$ cat config.mk
export PLATFORM = sky130hd
export DESIGN_NAME = mem_clear_sequencer
export DESIGN_NICKNAME = d
export VERILOG_FILES = /design/src/rtl/mem_clear_sequencer.sv
export SDC_FILE = /design/constraint.sdc
export NUM_CORES = 1
export LEC_CHECK = 0
export CORE_MARGIN = 5
export CORE_UTILIZATION = 41
export CTS_CLUSTER_DIAMETER = 80
export DETAILED_ROUTE_END_ITERATION = 6
export HOLD_SLACK_MARGIN = 0.02
export PLACE_DENSITY = 0.77
export SYNTH_ARGS = -nofsm -noshare
export SYNTH_HDL_FRONTEND = slang
export SYNTH_SLANG_ARGS = --single-unit
$ cat constraint.sdc
create_clock -name clk_sys -period 1.9 [get_ports clk_sys]
set_input_delay 0.285 -clock clk_sys [delete_from_list [all_inputs] [get_ports clk_sys]]
set_output_delay 0.285 -clock clk_sys [all_outputs]
set_load 0.02 [all_outputs]
$ cat src/rtl/mem_clear_sequencer.sv
// Memory initialiser: sweeps 0..DEPTH-1 with a fill pattern while holding
// the core in reset, then holds HOLD cycles and passes the core port through.
// Ports:
//   clk_sys, RESET (sync, active-high): clock and unmaskable reset source
//   rst_src/rst_mask: level reset requests and their ignore mask
//   fill_mode: 0 FILL, 1 FILL^addr, 2 skip sweep, 3 as 0
//   mem_wait: stalls the pending clear write
//   core_*: core memory port, forwarded only in RUN
//   mem_*: memory port; core_reset, done, busy, progress: status
module mem_clear_sequencer #(
  parameter int          AW    = 21,
  parameter int          DW    = 8,
  parameter int          DEPTH = 2**AW,
  parameter logic [DW-1:0] FILL = '1,
  parameter int          GAP   = 0,
  parameter int          HOLD  = 16,
  parameter int          NSRC  = 4
) (
  input  logic            clk_sys,
  input  logic            RESET,
  input  logic [NSRC-1:0] rst_src,
  input  logic [NSRC-1:0] rst_mask,
  input  logic [1:0]      fill_mode,
  input  logic            mem_wait,
  input  logic [AW-1:0]   core_addr,
  input  logic [DW-1:0]   core_din,
  input  logic            core_we,
  input  logic            core_cs,
  output logic [AW-1:0]   mem_addr,
  output logic [DW-1:0]   mem_din,
  output logic            mem_we,
  output logic            mem_cs,
  output logic            core_reset,
  output logic            done,
  output logic            busy,
  output logic [7:0]      progress
);

  localparam int GCW = $clog2(GAP + 2);
  localparam int HCW = $clog2(HOLD + 2);
  localparam logic [AW-1:0] LAST = AW'(DEPTH - 1);

  typedef enum logic [1:0] {
    S_CLEAR,
    S_GAP,
    S_HOLD,
    S_RUN
  } state_t;

  state_t         state_q, state_d;
  logic [AW-1:0]  addr_q, addr_d;
  logic [GCW-1:0] gap_q, gap_d;
  logic [HCW-1:0] hold_q, hold_d;
  logic           req_q;
  logic           done_q;
  logic           req;
  logic [DW-1:0]  pat;
  logic [7:0]     prog_w;

  assign req = RESET | (|(rst_src & ~rst_mask));

  always_comb begin
    pat = FILL;
    unique case (fill_mode)
      2'd1:    pat = FILL ^ DW'(addr_q);
      default: pat = FILL;
    endcase
  end

  assign prog_w = 8'(64'(addr_q) * 64'd256 / 64'(DEPTH));

  always_comb begin
    state_d    = state_q;
    addr_d     = addr_q;
    gap_d      = gap_q;
    hold_d     = hold_q;
    mem_addr   = '0;
    mem_din    = '0;
    mem_we     = 1'b0;
    mem_cs     = 1'b0;
    core_reset = 1'b1;
    busy       = 1'b1;
    progress   = prog_w;
    unique case (state_q)
      S_CLEAR: begin
        if (!req_q) begin
          if (addr_q == '0 && fill_mode == 2'd2) begin
            // the skipped sweep cycle counts as the first hold cycle
            state_d = S_HOLD;
            hold_d  = HCW'(1);
          end else begin
            mem_cs   = 1'b1;
            mem_we   = 1'b1;
            mem_addr = addr_q;
            mem_din  = pat;
            if (!mem_wait) begin
              if (addr_q == LAST) begin
                state_d = S_HOLD;
                hold_d  = '0;
              end else begin
                addr_d = addr_q + AW'(1);
                if (GAP > 0) begin
                  state_d = S_GAP;
                  gap_d   = '0;
                end
              end
            end
          end
        end
      end
      S_GAP: begin
        if (32'(gap_q) + 32'd1 >= 32'(GAP)) begin
          state_d = S_CLEAR;
          gap_d   = '0;
        end else begin
          gap_d = gap_q + GCW'(1);
        end
      end
      S_HOLD: begin
        progress = 8'hFF;
        if (32'(hold_q) + 32'd1 >= 32'(HOLD)) begin
          state_d = S_RUN;
        end else begin
          hold_d = hold_q + HCW'(1);
        end
      end
      S_RUN: begin
        core_reset = 1'b0;
        busy       = 1'b0;
        progress   = 8'hFF;
        mem_addr   = core_addr;
        mem_din    = core_din;
        mem_we     = core_we;
        mem_cs     = core_cs;
      end
      default: state_d = S_CLEAR;
    endcase
    if (req_q) begin
      state_d = S_CLEAR;
      addr_d  = '0;
      gap_d   = '0;
      hold_d  = '0;
    end
  end

  always_ff @(posedge clk_sys) begin
    if (RESET) begin
      state_q <= S_CLEAR;
      addr_q  <= '0;
      gap_q   <= '0;
      hold_q  <= '0;
      req_q   <= 1'b1;
      done_q  <= 1'b0;
    end else begin
      state_q <= state_d;
      addr_q  <= addr_d;
      gap_q   <= gap_d;
      hold_q  <= hold_d;
      req_q   <= req;
      done_q  <= (state_d == S_RUN) && (state_q != S_RUN);
    end
  end

  assign done = done_q;

endmodule

==> results_dict.tcl <==
set metrics [dict create \
    status "finished, violations left" \
    violations "setup timing" \
    crit_chain "inv_2 > ha_4 > nor4b_4 > and4_4 > a211oi_4 > buf_6 > a22oi_2 > nor2_4 > buf_6" \
    drt_iter0_drc 412 \
    cts_inserted_buffers 5 \
    crit_slowest_cell "dfxtp_2" \
    die_x_um 86.1 \
    clock-skew-final_ns 0.00701 \
    clk_latency_ns 0.29 \
    hold_path.class "flop to flop" \
    path_depth 9 \
    vias 3736 \
    cts_sinks 30 \
    grt_overflow 0 \
    leakage_nw 1.84 \
    path_common_cell "buf_6" \
    die_height_um 86.1 \
    finalSetupViolations 58 \
    yosys_warnings 0 \
    place_congestion 0.885 \
    timing.hold.ws_ns 0.499 \
    synth_area_per_cell_um2 7.46 \
    powerDensity_nw_per_um2 329 \
    fin_cells 541 \
    synthCells 318 \
    crit_buf_inv 3 \
    dp_hpwl_um 6470 \
    cpPeakStageDelay_ns 0.33 \
    r2r_slack_ns -0.33 \
    cts_tree "done" \
    synth.distinct_cells 55 \
    worstPathArrival_ns 2.07 \
    worstSetupStartpointType "flop" \
    hp-start "hold_q[1]" \
    fin_ws_ns -0.453 \
    ys_async_sr_fraction 0 \
    synth_edf_count 0 \
    finalMaxSlewViolations 0 \
    reg2reg_depth 6 \
    synth.area.mux_share 0.0211 \
    dr.pass1.iters 5 \
    num_io_pins 86 \
    finalCritPeriodShare 1.24 \
    route.detailed.drc 0 \
    synth-main-ff-cell "dfxtp_1" \
    synth_nets 369 \
    grt_usage 0.269 \
    worstSetupPathType "flop to primary output" \
    antenna_found_initial 0 \
    synth_top_area_cell "dfxtp_1" \
    start_util 0.426 \
    fmax_ghz 0.425 \
    drv_cap 0 \
    syn-cell-area_um2 2370 \
    cp.required_ns 1.62 \
    register_area_um2 614 \
    nets 519 \
    ant_nets 0 \
    io_buffers 85 \
    fp.coreArea_um2 5570 \
    routed_wl_um 13500 \
    synth_top_family_by_area "simple AND/OR/NAND/NOR gates" \
    synth_top_area_frac 0.253 \
    min_to "hold_q[1]" \
    end_kind "primary output" \
    crit_family "simple AND/OR/NAND/NOR gates" \
    hold_violations 0 \
    multi_input_area_um2 2260 \
    period_needed_ns 2.35 \
    tightest_slew_ns 0.463 \
    routed_via_density 6.91 \
    crit_fanout 6 \
    clk_pin_slew_ns 0.07 \
    grt_pass1_vias 3178 \
    grt_max_degree 21 \
    cts-root-buf "clkbuf_8" \
    routed_wire_length_per_instance_um 24.9 \
    synth_area_leaders "dfxtp_1 25%, a22oi_1 8.9%, nor2_1 6.2%" \
    yosys.area_share.simple 0.346 \
    antennaDiodeCount 0 \
    cts-htree-levels 2 \
    rsz0062_at_grt "true" \
    grt_pass1_wl_um 16000 \
    max_slew_margin 0.687 \
    reg2reg_from "addr_q[10]" \
    dp_slack_ns -1.56 \
    ys_ff_latch 30 \
    placed_cells 508 \
    die_area_um2 7410 \
    synth_compound_gate_area_share 0.275 \
    synth_fa_ha_area_frac 0.0369 \
    ir_drop_mv 0.488 \
    ctsLongestPathBuffers 2 \
    layout-drive-gt1-share 0.578 \
    hold_depth 2 \
    fill_cells 229 \
    syn_to_final_growth_pct 103 \
    synth-xor-area-share 0 \
    r2r-end "addr_q[16]" \
    yosysSeqAreaShare 0.253 \
    row_count 27 \
]
## layer usage
metal	vias up	part of all wire	global-route usage	wire length, um
met4	0	0.071	0.0791	960
met1	1745	0.35	0.320	4790
met5	-	0	0	0
li1	1514	-	-	-
met3	106	0.12	0.0557	1630
met2	371	0.45	0.483	6110
## tightest hold or removal path, stage by stage, from the launching register on
cell and delay (ns):
dfxtp_1 0.33, nand2_1 0.06, mux2i_1 0.06
## synth_stat cells (all sizes together) (5+ instances only)
master and n:
o31ai 11, o21ai 8, nor4 7, dfxtp 30
nor2 39, buf 10, mux2i 5, inv 12
a21oi 20, nand3 12, nor3 5, a22oi 28
nand4 9, or4 13, nand2 27, clkbuf 16
ha 7, a211oi 7, or3 15
## report_power, final
| group | internal, mW | switching, mW |
|---|---|---|
| combinational | 0.212 | 0.184 |
| clock | 0.292 | 0.263 |
| sequential | 0.631 | 0.00458 |
## timing repair
item / in CTS / in global routing
gates resized for setup: 241 / 123
setup buffers: 5 / 14
hold buffers: 0 / 0
endpoints found under the setup margin: 66 / 64
pin swaps: 18 / 51
gates cloned: 5 / 4
## through the flow
step                TNS [ns]  instance area [um2]  utilization  total power [mW]
floorplan             -0.692                 2530            -             0.767
global placement      -48.69                 3830        0.687             0.930
detailed placement    -52.71                 3830        0.687             0.935
CTS                   -10.66                 4190        0.752              1.49
global route          -18.08                 4820        0.864              1.62
finish                -15.77                 4820        0.864              1.59
## cells in the final DEF, fill, tap and decap left out, drive strengths merged, types with 12 or more instances in the layout
cell,instances
buf,116
clkdlybuf4s50,42
nor2,39
dfxtp,30
a22oi,28
nand2,27
a21oi,20
or3,15
or4,13
inv,12
nand3,12
## kinds of logic (layout without fill, tap and decap cells)
family,Yosys count,count (layout)
compound gates,93,94
simple gates,145,146
mux,5,5
fa+ha+maj,7,7
buf+inv,38,187
flops,30,30
## sequential cells by signal, indices dropped and copies added (netlist names)
name     cells
addr_q      21
hold_q       5
state_q      2
done         1
req_q        1
## final cells by class
class                   instances  share of cell area
clock inverters                 1             0.00104
repair buffers                167               0.356
well taps                      72              0.0187
inverters                      12             0.00935
clock buffers                   7              0.0179
flip-flops and latches         30               0.128
multi-input cells             252               0.469
## worst max-delay path by stage
stage,startpoint,to,slack (ns)
floorplan,addr_q[0],mem_din[2],-0.03
global placement,fill_mode[1],mem_addr[1],-1.47
detailed placement,fill_mode[1],mem_addr[5],-1.56
CTS,addr_q[0],mem_addr[19],-0.42
global route,addr_q[1],mem_addr[2],-0.50
finish,addr_q[1],mem_din[0],-0.45
(Power assumes the default switching activity.)
